### src/rtl/cfg_seq_ctrl_pkg.sv
// Shared types and defaults for the sensor config sequencer.
// State encoding is common to the scan FSM and cfg_seq_ctrl.
package cfg_seq_ctrl_pkg;

  typedef enum logic [2:0] {
    S_IDLE   = 3'd0,
    S_SRST   = 3'd1,
    S_FETCH  = 3'd2,
    S_LOAD   = 3'd3,
    S_WAIT   = 3'd4,
    S_NEXT   = 3'd5,
    S_FINISH = 3'd6
  } state_t;

  localparam int LEN_DEF        = 7;
  localparam int N_WORDS_DEF    = 24;
  localparam int RST_CYCLES_DEF = 4;

  function automatic int clog2_min1(input int n);
    return (n > 1) ? $clog2(n) : 1;
  endfunction

endpackage

### src/rtl/cfg_seq_ctrl_cnt.sv
// Loadable down-counter with zero flag.
// Times the sensor reset pulse; saturates at zero.
module cfg_seq_cnt
  import cfg_seq_ctrl_pkg::*;
#(
  parameter int W = 2
) (
  input  logic         clk,
  input  logic         i_rst,
  input  logic         i_load,
  input  logic [W-1:0] i_load_val,
  input  logic         i_dec,
  output logic         o_zero
);

  logic [W-1:0] cnt_q;

  // Load has priority over decrement; never wraps below zero.
  always_ff @(posedge clk or posedge i_rst) begin
    if (i_rst) begin
      cnt_q <= '0;
    end else if (i_load) begin
      cnt_q <= i_load_val;
    end else if (i_dec && (cnt_q != '0)) begin
      cnt_q <= cnt_q - W'(1);
    end
  end

  assign o_zero = (cnt_q == '0);

endmodule

### src/rtl/cfg_seq_ctrl.sv
// Sensor config sequencer: reset pulse, then fetch words
// from sync memory and hand them to the cfg shift register.
module cfg_seq_ctrl
  import cfg_seq_ctrl_pkg::*;
#(
  parameter int LEN        = LEN_DEF,
  parameter int N_WORDS    = N_WORDS_DEF,
  parameter int RST_CYCLES = RST_CYCLES_DEF,
  parameter int ADDR_W     = clog2_min1(N_WORDS)
) (
  input  logic              clk,
  input  logic              i_rst,
  input  logic              i_start,
  input  logic              i_abort,
  output logic [ADDR_W-1:0] o_mem_addr,
  output logic              o_mem_rd,
  input  logic [LEN-1:0]    i_mem_data,
  output logic              o_sr_load,
  output logic [LEN-1:0]    o_sr_data,
  input  logic              i_sr_ready,
  output logic              o_sens_rst,
  output logic              o_sens_en,
  output logic              o_busy,
  output logic              o_done
);

  localparam int CNT_W = clog2_min1(RST_CYCLES);
  localparam logic [ADDR_W-1:0] LAST_IDX = ADDR_W'(N_WORDS - 1);
  localparam logic [CNT_W-1:0]  RST_LD   = CNT_W'(RST_CYCLES - 1);

  state_t            state_q, state_d;
  logic [ADDR_W-1:0] idx_q, idx_d;
  logic              pend_q, pend_d;
  logic              guard_q, guard_d;
  logic              cnt_load, cnt_dec, cnt_zero;
  logic              load_d;
  logic              abort_now;

  assign abort_now = i_abort | pend_q;

  cfg_seq_cnt #(
    .W (CNT_W)
  ) u_rst_cnt (
    .clk        (clk),
    .i_rst      (i_rst),
    .i_load     (cnt_load),
    .i_load_val (RST_LD),
    .i_dec      (cnt_dec),
    .o_zero     (cnt_zero)
  );

  // Next-state, word index, abort latch and load strobe decode.
  always_comb begin
    state_d  = state_q;
    idx_d    = idx_q;
    guard_d  = guard_q;
    cnt_load = 1'b0;
    cnt_dec  = 1'b0;
    load_d   = 1'b0;
    unique case (state_q)
      S_IDLE: begin
        if (i_start && !i_abort) begin
          state_d  = S_SRST;
          idx_d    = '0;
          cnt_load = 1'b1;
        end
      end
      S_SRST: begin
        if (abort_now)     state_d = S_IDLE;
        else if (cnt_zero) state_d = S_FETCH;
        else               cnt_dec = 1'b1;
      end
      S_FETCH: begin
        state_d = abort_now ? S_IDLE : S_LOAD;
      end
      S_LOAD: begin
        if (abort_now) begin
          state_d = S_IDLE;
        end else if (i_sr_ready) begin
          load_d  = 1'b1;
          guard_d = 1'b1;
          state_d = S_WAIT;
        end
      end
      S_WAIT: begin
        // Ready is stale in the load cycle; skip it once.
        if (guard_q)         guard_d = 1'b0;
        else if (i_sr_ready) state_d = S_NEXT;
      end
      S_NEXT: begin
        if (abort_now) begin
          state_d = S_IDLE;
        end else if (idx_q == LAST_IDX) begin
          state_d = S_FINISH;
        end else begin
          idx_d   = idx_q + ADDR_W'(1);
          state_d = S_FETCH;
        end
      end
      S_FINISH: state_d = S_IDLE;
      default:  state_d = S_IDLE;
    endcase
    pend_d = (state_d == S_IDLE) ? 1'b0
           : (pend_q | ((state_q != S_IDLE) & i_abort));
  end

  // State, index and flag registers.
  always_ff @(posedge clk or posedge i_rst) begin
    if (i_rst) begin
      state_q <= S_IDLE;
      idx_q   <= '0;
      pend_q  <= 1'b0;
      guard_q <= 1'b0;
    end else begin
      state_q <= state_d;
      idx_q   <= idx_d;
      pend_q  <= pend_d;
      guard_q <= guard_d;
    end
  end

  // Outputs registered from the upcoming state.
  always_ff @(posedge clk or posedge i_rst) begin
    if (i_rst) begin
      o_mem_addr <= '0;
      o_mem_rd   <= 1'b0;
      o_sr_load  <= 1'b0;
      o_sr_data  <= '0;
      o_sens_rst <= 1'b0;
      o_sens_en  <= 1'b0;
      o_busy     <= 1'b0;
      o_done     <= 1'b0;
    end else begin
      o_mem_rd   <= (state_d == S_FETCH);
      if (state_d == S_FETCH) o_mem_addr <= idx_d;
      o_sr_load  <= load_d;
      if (load_d) o_sr_data <= i_mem_data;
      o_sens_rst <= (state_d == S_SRST);
      o_sens_en  <= (state_d inside {S_FETCH, S_LOAD, S_WAIT, S_NEXT});
      o_busy     <= (state_d != S_IDLE);
      o_done     <= (state_d == S_FINISH);
    end
  end

endmodule
### config.mk
export PLATFORM = sky130hd
export DESIGN_NAME = cfg_seq_ctrl
export DESIGN_NICKNAME = d
export VERILOG_FILES = /design/src/rtl/cfg_seq_ctrl_pkg.sv /design/src/rtl/cfg_seq_ctrl_cnt.sv /design/src/rtl/cfg_seq_ctrl.sv
export SDC_FILE = /design/constraint.sdc
export NUM_CORES = 1
export LEC_CHECK = 0
export CAP_MARGIN = 20
export CORE_MARGIN = 3
export CORE_UTILIZATION = 48
export CTS_CLUSTER_DIAMETER = 150
export CTS_CLUSTER_SIZE = 14
export DETAILED_ROUTE_END_ITERATION = 16
export PLACE_DENSITY = 0.76
export SLEW_MARGIN = 15
export SYNTH_ARGS = -nofsm -noshare
export SYNTH_HDL_FRONTEND = slang
export SYNTH_SLANG_ARGS = --single-unit
### constraint.sdc
create_clock -name clk -period 5.6 [get_ports clk]
set_input_delay 0.56 -clock clk [delete_from_list [all_inputs] [get_ports clk]]
set_output_delay 0.56 -clock clk [all_outputs]
set_load 0.02 [all_outputs]
Word level (Yosys, flattened, before mapping) --
Cells that the tools add are included.
Storage, ports and cells: word-level logic and storage cells 74, flip-flop bits (word level) 30, input bits 12, output and inout port bits 18
Operators by class: equality and inequality tests 14, multiplexer cells 29, add/subtract/negate cells 2, reductions and logical operators 13, bitwise logic cells 3
Operator list (count):
- $mux W3 | 9
- $pmux W3 S6 | 1
- $eq A3 B3 Y1 const B | 5
- $mux W5 | 3
- $eq A3 B2 Y1 const B | 4
- $mux W1 | 11
- $pmux W5 S2 | 1
- $eq A3 B1 Y1 const B | 2
- $logic_not A3 Y1 | 2
- $mux W2 | 3
- $reduce_bool A2 Y1 | 3
- $reduce_bool A3 Y1 | 2
- $add A5 B1 Y5 const B | 1
- $eq A5 B5 Y1 const B | 1
- $ne A2 B2 Y1 const B | 2
- $reduce_bool A4 Y1 | 1
- $reduce_and A3 Y1 | 1
- $logic_and A1 B1 Y1 | 2
- $logic_not A2 Y1 | 1
- $or A1 B1 Y1 | 2
- $pmux W1 S2 | 1
- $sub A2 B1 Y2 const B | 1
- $and A1 B1 Y1 | 1
- $logic_not A1 Y1 | 1

Logic depth before layout (Yosys ltp) --
depth in word-level cells 7, depth in mapped cells 6, mapped depth without buffers 6

Cells and area by module --
From an unflattened synthesis, not the netlist that was laid out.
Second synthesis, totals: cell total of the unflattened synthesis 116, area, all modules 1370.1 um^2
By module, submodules not included:
- cfg_seq_ctrl | area an instance 1234.9 um^2, instances 1, sequential area each 700.7 um^2, cells an instance 103
- cfg_seq_cnt | area an instance 135.1 um^2, instances 1, sequential area each 50.0 um^2, cells an instance 13

Least setup slack after synthesis --
Ideal clock, no wire load.
path kind input to register, start input port i_abort, end register o_mem_addr[0], stages 5, library setup time 0.121 ns, arrival time 1.783 ns, path slack 3.696 ns, data required time 5.479 ns, path buffers 1, cells stage by stage or3b_1 buf_2 or3_1 and3_1 o22a_1
On the way: longest elaborated chain between the ends 5, elaborated cells on any way between the ends 13, classes of those cells eq/ne (1); mux (9); bitwise (1); reduce/logical (2)
Ends and longest elaborated chain:
- start: declaration | RTL line cfg_seq_ctrl.sv:14 | input logic i_abort,
- $logic_not A1 Y1 | RTL line cfg_seq_ctrl.sv:62 | if (i_start && !i_abort) begin
- $logic_and A1 B1 Y1 | RTL line cfg_seq_ctrl.sv:62
- $mux W3 | RTL line cfg_seq_ctrl.sv:62
- $pmux W3 S6 | RTL line cfg_seq_ctrl.sv:60 | unique case (state_q)
- $eq A3 B2 Y1 | RTL line cfg_seq_ctrl.sv:135 | if (state_d == S_FETCH) o_mem_addr <= idx_d;
- end signal: assignment | RTL line cfg_seq_ctrl.sv:135
- end: declaration | RTL line cfg_seq_ctrl.sv:15 | output logic [ADDR_W-1:0] o_mem_addr,
Parallel ways exist; a longest one is shown, timed or not. A chain may end at the register's enable or synchronous reset.

Worst setup path after layout --
start input port i_abort, end register o_mem_addr[3]
The elaborated chain is that of the path after synthesis.

==> out/qor.json <==
{
  "nets": {"value": 162},
  "tritoncts": {"value": "done"},
  "ys.flop_type": {"value": "sky130_fd_sc_hd__dfrtp_1"},
  "timing_max_transition_violations_final": {"value": 0},
  "final-instance-count-excl-fill": {"value": 179},
  "post_synthesis_cell_area": {"value": 0.00137, "unit": "sq mm"},
  "synth_top_area_frac": {"value": 0.549},
  "postSynthAreaPerCell": {"value": 11.8, "unit": "sq um"},
  "postSynth.asyncResetShare": {"value": 1.00},
  "die-height": {"value": 59.4, "unit": "um"},
  "clock_skew": {"value": 0.00338, "unit": "ns"},
  "htree_num_levels": {"value": 2},
  "fp.dieArea": {"value": 0.00353, "unit": "sq mm"},
  "worst_skew_pair.late_latency": {"value": 0.32, "unit": "ns"},
  "finish.utilization": {"value": 0.666},
  "postCtsResizedCells": {"value": 0},
  "cp.buffers_inverters": {"value": 1},
  "netlist.top_cell.by_area": {"value": "sky130_fd_sc_hd__dfrtp_1"},
  "io_buffer_count": {"value": 29},
  "path_class": {"value": "input port to register"},
  "grt_pass1_wl": {"value": 4.69, "unit": "mm"},
  "finalSetupViolCount": {"value": 0},
  "globalRouteTotalUtil": {"value": 0.182},
  "reg2reg_from": {"value": "idx_q[0]"},
  "num-fill-cells": {"value": 206},
  "wire_per_inst": {"value": 14.8, "unit": "um"},
  "p_leak": {"value": 0.788, "unit": "nW"},
  "cts_bufs_inserted": {"value": 5},
  "final.period_utilization": {"value": 0.389},
  "initial_core_util": {"value": 0.528},
  "hold_class": {"value": "register to register"},
  "power.density": {"value": 360, "unit": "mW/mm^2"},
  "cts_hold_buffers": {"value": 0},
  "wl": {"value": 2.65, "unit": "mm"},
  "cell_with_the_largest_stage_delay_on_the_worst_path": {"value": "sky130_fd_sc_hd__a2111oi_4"},
  "antennaDiodeCount": {"value": 0},
  "ctsRootBufferMaster": {"value": "sky130_fd_sc_hd__clkbuf_4"},
  "number_of_hold_violations_in_the_final_report": {"value": 0},
  "synth.most_common_cell": {"value": "sky130_fd_sc_hd__dfrtp_1"},
  "gr-total-overflow": {"value": 0},
  "post_cts_buffers": {"value": 0},
  "cp.arrival": {"value": 2.39, "unit": "ns"},
  "worst_ir_drop_vdd": {"value": 0.296, "unit": "mV"},
  "vias": {"value": 1018},
  "maxClockFrequency": {"value": 0.459, "unit": "GHz"},
  "drt-vias-per-instance": {"value": 5.69},
  "routability_driven_placement_congestion_ratio": {"value": 0.795},
  "worst-path-max-fanout": {"value": 9},
  "timing.hold.worst_endpoint": {"value": "o_sr_data[2]"},
  "ys_types": {"value": 44},
  "ys_top_cells_by_area": {"value": "sky130_fd_sc_hd__dfrtp_1, sky130_fd_sc_hd__mux2_2, sky130_fd_sc_hd__nand4_1, sky130_fd_sc_hd__nor2b_1, sky130_fd_sc_hd__nand2_1"},
  "critPathTopFamily": {"value": "compound AO/OA/AOI/OAI gates"},
  "hold_depth": {"value": 1},
  "io_pins": {"value": 30},
  "placedCellCount": {"value": 171},
  "measured_slew_at_the_worst_slew_check_pin": {"value": 0.625, "unit": "ns"},
  "clk_pin_slew_worst_paths": {"value": 0.09, "unit": "ns"},
  "setup-tns-final": {"value": 0, "unit": "ns"},
  "worst_setup_path_end_kind": {"value": "register"},
  "synth.ff_latch_count": {"value": 30},
  "detailedPlacementHpwl": {"value": 1.91, "unit": "mm"},
  "worst_path_largest_cell_delay": {"value": 0.53, "unit": "ns"},
  "clockBufferDepth": {"value": 2},
  "yosys-top-cells-count": {"value": "sky130_fd_sc_hd__dfrtp_1, sky130_fd_sc_hd__nand2_1, sky130_fd_sc_hd__mux2_2"},
  "maxSlewHeadroom": {"value": 0.584},
  "grt_antenna_before_repair": {"value": 0},
  "remaining_drc_errors": {"value": 0},
  "synth_seq_area_share": {"value": 0.549},
  "syn2layout_area_growth": {"value": 26.1, "unit": "%"},
  "run_status": {"value": "finished clean"},
  "via_count_of_the_first_global_routing_pass": {"value": 1002},
  "fp.dieW": {"value": 59.4, "unit": "um"},
  "synthesis.instances": {"value": 116},
  "startpoint_class": {"value": "input port"},
  "worst_hold_startpoint": {"value": "o_sr_data[2]"},
  "synth_nets": {"value": 130},
  "core": {"value": 0.00259, "unit": "sq mm"},
  "grt_start_max_net_pins": {"value": 31},
  "reg2reg_setup_slack": {"value": 3.51, "unit": "ns"},
  "detailedRoute.firstIterationViolations": {"value": 29},
  "layout-drive-gt1-share": {"value": 0.134},
  "cp_data_required_time": {"value": 5.82, "unit": "ns"},
  "post-route-min-period": {"value": 2.18, "unit": "ns"},
  "number_of_enable_type_register_cells_in_the_synthesized_netlist": {"value": 0},
  "timing.max_cap.violations": {"value": 0},
  "timing.reg2reg.worst_path_depth": {"value": 4},
  "cts.sinks": {"value": 30},
  "rsz0062_at_grt": {"value": "no"},
  "row_count": {"value": 18},
  "antenna_violating_nets_post_route": {"value": 0},
  "synth_warnings": {"value": 0},
  "crit_path_cell_trace": {"value": "clkdlybuf4s50_1, or3b_1, a2111oi_4, mux2_4"},
  "drtPass1Iterations": {"value": 4},
  "worst_r2r_endpoint": {"value": "o_mem_addr[3]"}
}
[power breakdown]
group | internal (mW) | switching [mW] | total (mW)
Combinational | 0.100 | 0.103 | 0.203
Clock | 0.0607 | 0.0694 | 0.130
Sequential | 0.259 | 0.0292 | 0.288
Total | 0.419 | 0.201 | 0.621
[cells in the final DEF, fill, tap and decap left out, types with 4 or more instances in the layout]
cell | netlist | routed
sky130_fd_sc_hd__nor2_1 | 5 | 5
sky130_fd_sc_hd__mux2_2 | 7 | 7
sky130_fd_sc_hd__nand3_1 | 4 | 4
sky130_fd_sc_hd__nor2b_1 | 5 | 5
sky130_fd_sc_hd__clkbuf_4 | 0 | 5
sky130_fd_sc_hd__dfrtp_1 | 30 | 30
sky130_fd_sc_hd__nand2_1 | 8 | 8
sky130_fd_sc_hd__nand4_1 | 5 | 5
sky130_fd_sc_hd__clkdlybuf4s50_1 | 0 | 29
sky130_fd_sc_hd__inv_1 | 5 | 4
[cells by family after synthesis]
group	Yosys count	synth area share
flip-flops	30	0.549
buffers and inverters	9	0.0366
XOR/XNOR	1	0.00641
AO/OA/AOI/OAI	19	0.117
multiplexers	10	0.0833
AND/OR/NAND/NOR	45	0.189
adder cells (fa/ha/maj)	2	0.0183
[metrics by stage]
stage	hold WS [ns]	instance area, sq um	total power, mW	setup WS [ns]
2_1_floorplan	0.479	1370	0.409	3.70
3_3_place_gp	0.489	1660	0.491	3.13
3_5_place_dp	0.499	1660	0.496	3.08
4_1_cts	0.517	1720	0.628	3.42
5_1_grt	0.529	1720	0.667	3.33
6_report	0.516	1720	0.621	3.42
[state kept, by name (all words and copies together) (netlist names)]
name             flops
pend_q               1
o_mem_addr           5
guard_q              1
o_sens_rst           1
o_sr_data            7
o_busy               1
o_sr_load            1
idx_q                5
o_done               1
o_sens_en            1
state_q              3
o_mem_rd             1
u_rst_cnt.cnt_q      2
[worst reg2reg max path, cell delays in order, from the launching register on]
cell and delay [ns]:
sky130_fd_sc_hd__dfrtp_1 0.43, sky130_fd_sc_hd__ha_1 0.26, sky130_fd_sc_hd__and4b_1 0.28, sky130_fd_sc_hd__a2111oi_4 0.67, sky130_fd_sc_hd__mux2_4 0.35
[layer usage]
| layer | routed length (um) | vias up | track usage |
|---|---|---|---|
| li1 | - | 492 | - |
| met1 | 1150 | 476 | 0.237 |
| met2 | 1150 | 43 | 0.259 |
| met3 | 296 | 7 | 0.0959 |
| met4 | 43 | 0 | 0.0583 |
| met5 | 0 | - | 0 |
[worst max-delay path by stage]
stage | slack (ns) | startpoint | endpoint | cells past startpoint
after CTS | 3.42 | i_abort | o_mem_addr[3] | 4
after global routing | 3.33 | i_abort | o_mem_addr[0] | 5
final | 3.42 | i_abort | o_mem_addr[3] | 4
after detailed placement | 3.08 | i_abort | o_mem_addr[3] | 4
after floorplan | 3.70 | i_abort | o_mem_addr[0] | 5
after global placement | 3.13 | i_abort | o_mem_addr[3] | 4
[layout make-up]
type,count,area [sq um],area share
inverter,5,18.8,0.0109
tap,30,37.5,0.0218
clock inverter,1,5.00,0.00290
clock buffer,7,55.1,0.0319
timing repair buffer,29,290,0.168
multi-input combinational,77,567,0.329
sequential,30,751,0.435
Power figures use the tool's default switching activity.
